**config.mk**
```make
export PLATFORM = sky130hd
export DESIGN_NAME = operand_frame_loader_flat
export DESIGN_NICKNAME = d
export VERILOG_FILES = /design/src/rtl/operand_frame_loader_if.sv /design/src/rtl/operand_frame_loader.sv /design/src/flat_wrapper.sv
export SDC_FILE = /design/constraint.sdc
export NUM_CORES = 1
export LEC_CHECK = 0
export CAP_MARGIN = 30
export CELL_PAD_IN_SITES_DETAIL_PLACEMENT = 1
export CELL_PAD_IN_SITES_GLOBAL_PLACEMENT = 1
export CORE_ASPECT_RATIO = 0.9
export CORE_MARGIN = 10
export CORE_UTILIZATION = 37
export CTS_CLUSTER_DIAMETER = 50
export DETAILED_ROUTE_END_ITERATION = 10
export PLACE_DENSITY = 0.95
export SLEW_MARGIN = 20
export SYNTH_ARGS = -nofsm -noshare
export SYNTH_HDL_FRONTEND = slang
export SYNTH_SLANG_ARGS = --single-unit
```
**constraint.sdc**
```tcl
create_clock -name clk -period 4.1 [get_ports clk]
set_input_delay 0.41 -clock clk [delete_from_list [all_inputs] [get_ports clk]]
set_output_delay 0.41 -clock clk [all_outputs]
set_load 0.005 [all_outputs]
```
**src/rtl/operand_frame_loader_if.sv**
```systemverilog
// operand_frame_loader_if
//   Bundles the operand stream, the parallel frame presented to the adder,
//   and the result handshake of operand_frame_loader.
//   master : the loader itself (drives in_ready, ops_o, ops_valid, res_*)
//   slave  : the surrounding logic (drives in_*, sum_i, res_ready)
// Signals
//   in_valid/in_ready/in_data/in_last : serial operand stream
//   ops_o/ops_valid                    : operand frame, slot i at [i*WIDTH +: WIDTH]
//   sum_i                              : adder output, combinational from ops_o
//   res_valid/res_ready/res_data       : captured sum handshake
//   res_count                          : operands loaded into the frame
interface operand_frame_loader_if #(
   parameter int WIDTH   = 7,
   parameter int NUM_OPS = 8,
   parameter int SUM_W   = 10
);
   localparam int CNT_W = $clog2(NUM_OPS) + 1;

   logic                     in_valid;
   logic                     in_ready;
   logic [WIDTH-1:0]         in_data;
   logic                     in_last;
   logic [NUM_OPS*WIDTH-1:0] ops_o;
   logic                     ops_valid;
   logic [SUM_W-1:0]         sum_i;
   logic                     res_valid;
   logic                     res_ready;
   logic [SUM_W-1:0]         res_data;
   logic [CNT_W-1:0]         res_count;

   modport master (
      input  in_valid, in_data, in_last, sum_i, res_ready,
      output in_ready, ops_o, ops_valid, res_valid, res_data, res_count
   );

   modport slave (
      output in_valid, in_data, in_last, sum_i, res_ready,
      input  in_ready, ops_o, ops_valid, res_valid, res_data, res_count
   );
endinterface

```
**src/rtl/operand_frame_loader.sv**
```systemverilog
// operand_frame_loader
//   Collects operands one per cycle into a parallel frame for the
//   multi-operand adder, holds the frame for SETTLE cycles, captures the
//   adder sum and returns it over a valid/ready result handshake.
// Ports
//   clk : rising-edge clock
//   rst : synchronous reset, active high
//   bus : operand_frame_loader_if.master (operand stream, frame, result)
module operand_frame_loader #(
   parameter int WIDTH   = 7,
   parameter int NUM_OPS = 8,
   parameter int SUM_W   = 10,
   parameter int SETTLE  = 2
) (
   input  logic                  clk,
   input  logic                  rst,
   operand_frame_loader_if.master bus
);
   localparam int IDX_W = (NUM_OPS > 1) ? $clog2(NUM_OPS) : 1;
   localparam int CNT_W = $clog2(NUM_OPS) + 1;
   localparam int SET_W = $clog2(SETTLE + 1);

   typedef enum logic [1:0] {
      ST_LOAD,
      ST_SETTLE,
      ST_RESULT
   } state_t;

   state_t                         state;
   state_t                         state_nxt;
   logic [IDX_W-1:0]               slot_cnt;
   logic [SET_W-1:0]               settle_cnt;
   logic [NUM_OPS-1:0][WIDTH-1:0]  slots;
   logic [SUM_W-1:0]               res_data_q;
   logic [CNT_W-1:0]               res_count_q;

   logic in_ready_c;
   logic accept;
   logic last_op;
   logic settle_done;
   logic res_hs;

   always_comb begin
      state_nxt   = state;
      in_ready_c  = 1'b0;
      accept      = 1'b0;
      last_op     = 1'b0;
      settle_done = 1'b0;
      res_hs      = 1'b0;

      case (state)
         ST_LOAD: begin
            // in_ready is forced low during reset so nothing is accepted on a reset edge
            in_ready_c = ~rst;
            accept     = bus.in_valid & in_ready_c;
            last_op    = accept & ((slot_cnt == IDX_W'(NUM_OPS - 1)) | bus.in_last);
            if (last_op) state_nxt = ST_SETTLE;
         end
         ST_SETTLE: begin
            settle_done = (settle_cnt == SET_W'(SETTLE - 1));
            if (settle_done) state_nxt = ST_RESULT;
         end
         ST_RESULT: begin
            res_hs = bus.res_ready;
            if (res_hs) state_nxt = ST_LOAD;
         end
         default: state_nxt = ST_LOAD;
      endcase
   end

   always_ff @(posedge clk) begin
      if (rst) begin
         state       <= ST_LOAD;
         slot_cnt    <= '0;
         settle_cnt  <= '0;
         slots       <= '0;
         res_data_q  <= '0;
         res_count_q <= '0;
      end else begin
         state <= state_nxt;
         case (state)
            ST_LOAD: begin
               if (accept) begin
                  slots[slot_cnt] <= bus.in_data;
                  // counter parks on the last index; it is cleared on the result handshake
                  if (last_op) res_count_q <= CNT_W'(slot_cnt) + CNT_W'(1);
                  else         slot_cnt    <= slot_cnt + IDX_W'(1);
               end
            end
            ST_SETTLE: begin
               if (settle_done) begin
                  settle_cnt <= '0;
                  res_data_q <= bus.sum_i;
               end else begin
                  settle_cnt <= settle_cnt + SET_W'(1);
               end
            end
            ST_RESULT: begin
               // clearing every slot here makes unwritten slots of a short frame read as 0
               if (res_hs) begin
                  slots    <= '0;
                  slot_cnt <= '0;
               end
            end
            default: ;
         endcase
      end
   end

   assign bus.in_ready  = in_ready_c;
   assign bus.ops_o     = slots;
   assign bus.ops_valid = (state == ST_SETTLE);
   assign bus.res_valid = (state == ST_RESULT);
   assign bus.res_data  = res_data_q;
   assign bus.res_count = res_count_q;
endmodule

```
**src/flat_wrapper.sv**
```systemverilog
// flat-port wrapper written by rule: the top's interface ports become plain ports
module operand_frame_loader_flat 
#(
   parameter int WIDTH   = 7,
   parameter int NUM_OPS = 8,
   parameter int SUM_W   = 10,
   parameter int SETTLE  = 2
)
  (clk, rst, bus_in_valid, bus_in_data, bus_in_last, bus_sum_i, bus_res_ready, bus_in_ready, bus_ops_o, bus_ops_valid, bus_res_valid, bus_res_data, bus_res_count);
  operand_frame_loader_if #(.WIDTH(WIDTH), .NUM_OPS(NUM_OPS), .SUM_W(SUM_W)) bus_i ();
  input  logic clk;
  input  logic rst;
  input wire logic [$bits(bus_i.in_valid)-1:0] bus_in_valid;
  input wire logic [$bits(bus_i.in_data)-1:0] bus_in_data;
  input wire logic [$bits(bus_i.in_last)-1:0] bus_in_last;
  input wire logic [$bits(bus_i.sum_i)-1:0] bus_sum_i;
  input wire logic [$bits(bus_i.res_ready)-1:0] bus_res_ready;
  output wire logic [$bits(bus_i.in_ready)-1:0] bus_in_ready;
  output wire logic [$bits(bus_i.ops_o)-1:0] bus_ops_o;
  output wire logic [$bits(bus_i.ops_valid)-1:0] bus_ops_valid;
  output wire logic [$bits(bus_i.res_valid)-1:0] bus_res_valid;
  output wire logic [$bits(bus_i.res_data)-1:0] bus_res_data;
  output wire logic [$bits(bus_i.res_count)-1:0] bus_res_count;
  assign bus_i.in_valid = bus_in_valid;
  assign bus_i.in_data = bus_in_data;
  assign bus_i.in_last = bus_in_last;
  assign bus_i.sum_i = bus_sum_i;
  assign bus_i.res_ready = bus_res_ready;
  assign bus_in_ready = bus_i.in_ready;
  assign bus_ops_o = bus_i.ops_o;
  assign bus_ops_valid = bus_i.ops_valid;
  assign bus_res_valid = bus_i.res_valid;
  assign bus_res_data = bus_i.res_data;
  assign bus_res_count = bus_i.res_count;
  operand_frame_loader #(.WIDTH(WIDTH), .NUM_OPS(NUM_OPS), .SUM_W(SUM_W), .SETTLE(SETTLE)) u_core (.clk(clk), .rst(rst), .bus(bus_i));
endmodule
```
==> run summary <==
final hold violation count: 0
Final Core Density: 52.8%
post-cts gate resize count: 0
initial antenna violation count: 0
Yosys warnings: 0
Layout fillers: 906
CTS H-Tree Depth: 3
worst slew pin tran: 676 ps
Initial Util: 37.6%
Net Count, Synth: 341
Post-Route WL: 10200 microns
number of synthesized flops with an enable pin: 0
max cap viols: 0
DR WL met3: 726 microns
Mapped Avg Cell Area: 9.43 sq um
P per Cell Area: 364 mW/mm^2
CP Capture Type: primary output
DRT Pass-1 Iters: 4
Setup Crit Path Kind: reg -> out
Met2 Wirelength: 5380 microns
leak pwr: 1.33 nW
Cells after Synth: 317
Core Region: 0.00795 sq mm
CP Data Arrival Time: 2040 ps
CTS Buf Count: 9
die width: 115 microns
Critical Path Source Type: flip-flop
routed length per instance: 20.1 microns
final cell count without fillers: 510
Tot GR Track Use: 16.6%
top cells by area, synth: dfxtp_1 (52%), o32ai_1 (16%), inv_1 (7.4%)
DIE AREA: 0.0121 sq mm
Synth Flop Type: dfxtp_1
Post-synth ARST share: 0%
Clk Latency, worst-skew pair: 350 ps
IO Port Bufs: 94
synthesis-to-layout area growth: 40.5%
global-route wire length before repair: 16200 microns
CTS tree: done
Metal-1 WL: 3930 microns
top sig layer: met4
Slew Viols, Final: 0
NumNets Final: 430
skew final: 14.3 ps
IO Count: 95
row cnt: 31
FF+latch area: 0.00154 sq mm
outcome: finished, final reports clean
cell taking the most area after synthesis: dfxtp_1
number of synthesized register bits: 77
Setup WS pre-CTS: 1690 ps
sink count of the clock tree: 77
Fmax: 408 MHz
Seq/Total Area, Yosys: 51.6%
Overflow after GRT: 0
top-area cell type share of the netlist area: 51.6%
Max clock buf depth: 2
Antenna Cells: 0
footprint of the multi-input gates: 0.00114 sq mm
gpl congestion: 0.759
setup tns final: 0 ps
vias in the first global route: 3023
DR vias: 2741
maximum VDD drop: 0.000174 V
DRC viols: 0
most instantiated cells after synthesis: dfxtp_1 (77), inv_1 (59), o32ai_1 (56), nand2_1 (35), a21oi_1 (15)
First DRT Iteration DRCs: 117
CTS Hold Bufs: 0
layout cells sized above 1: 7.30%
largest net degree at the start of global routing: 51
RSZ-0062 raised after global routing: false
Worst Path Max Fanout: 12
Min-Delay Path Class: reg -> reg
Post-Syn Area: 0.00299 sq mm
clk root buf: clkbuf_8
fin crit share: 59.8%
minimum clock period: 2450 ps
die height: 105 microns
setup repair bufs after CTS: 0
Reg clk slew, reported paths: 80 ps
HPWL after DPL: 7410 microns
Setup-failing EPs final: 0
final worst slack: 1650 ps
placed cells: 494
max_slew headroom: 55.0%
most frequent cell after synthesis: dfxtp_1
Worst EP required: 3690 ps
post-route ant nets: 0
library cells used by synthesis: 32
vias per std cell: 5.37
## sequential cells by signal, summed over array words and instances (netlist names)
| signal | flops |
|---|---|
| u_core.bus.res_data | 10 |
| u_core.settle_cnt | 2 |
| u_core.state | 2 |
| u_core.bus.ops_o | 56 |
| u_core.slot_cnt | 3 |
| u_core.bus.res_count | 4 |
## layout by cell type, fill, tap and decap left out, types with 2 or more instances in the layout
master,netlist,routed
a21oi_1,15,15
a22oi_1,4,4
a22oi_2,4,4
buf_4,1,2
bufinv_16,0,2
clkbuf_8,0,9
clkdlybuf4s50_1,0,93
clkinv_4,0,2
dfxtp_1,77,77
ha_1,2,2
inv_1,59,59
mux2i_1,3,3
nand2_1,35,35
nand2b_1,3,3
nand3_1,4,4
nand3b_1,5,5
nor2_1,5,5
nor2b_1,5,5
nor3_1,2,2
o21ai_0,5,5
o32ai_1,56,56
or3_1,3,3
or3b_2,3,3
## worst paths after layout
kind	cells past startpoint	slack [ps]	endpoint	startpoint
setup / recovery	3	1650	bus_res_valid	u_core.state[0]$_SDFFE_PP0P_
hold / removal	2	460	u_core.bus.res_data[2]$_SDFFE_PP0P_	u_core.bus.res_data[2]$_SDFFE_PP0P_
setup reg to reg	5	1910	u_core.slot_cnt[0]$_SDFFE_PP0P_	u_core.slot_cnt[0]$_SDFFE_PP0P_
hold reg to reg	2	460	u_core.bus.res_data[2]$_SDFFE_PP0P_	u_core.bus.res_data[2]$_SDFFE_PP0P_
## power by group
part / switching [mW] / leakage (nW) / internal, mW / total (mW)
clock: 0.295 / 0.110 / 0.346 / 0.641
combinational: 0.0604 / 0.597 / 0.0547 / 0.115
sequential: 0.0124 / 0.621 / 0.758 / 0.770
## metrics by stage
stage               total power [mW]  area (sq um)  hold slack, ps
detailed placement             0.901          3980             453
floorplan                      0.844          2990             445
global placement               0.895          3980             443
finish                          1.53          4200             462
CTS                             1.53          4200             465
global route                    1.58          4200             483
## cell type report
cell class | instances | area share (%)
clock inverter | 7 | 2.35
clock buffer | 9 | 2.95
sequential | 77 | 36.7
inverter | 59 | 5.27
tap | 99 | 2.95
timing repair buffer | 96 | 22.6
multi-input combinational | 163 | 27.1
## per-layer routing
layer  vias to the layer above  track usage (%)
met5                         -                0
met4                         0             5.48
met3                        23             5.56
met2                        81             29.7
met1                      1331             17.8
li1                       1306                -
## kinds of logic after synthesis
| family | synth area share, % |
|---|---|
| AOI/OAI and AO/OA | 22.9 |
| buffers and inverters | 10.3 |
| DFF | 51.6 |
| and+or+nand+nor | 12.6 |
| muxes | 1.38 |
| adders and majority gates | 0.837 |
| xor gates and xnor gates | 0.293 |
## critical path, stage by stage, from the launching register on
cell and delay (ps):
dfxtp_1 510, nand2b_1 540, inv_1 150, clkdlybuf4s50_1 490
Power figures use the tool's default switching activity.
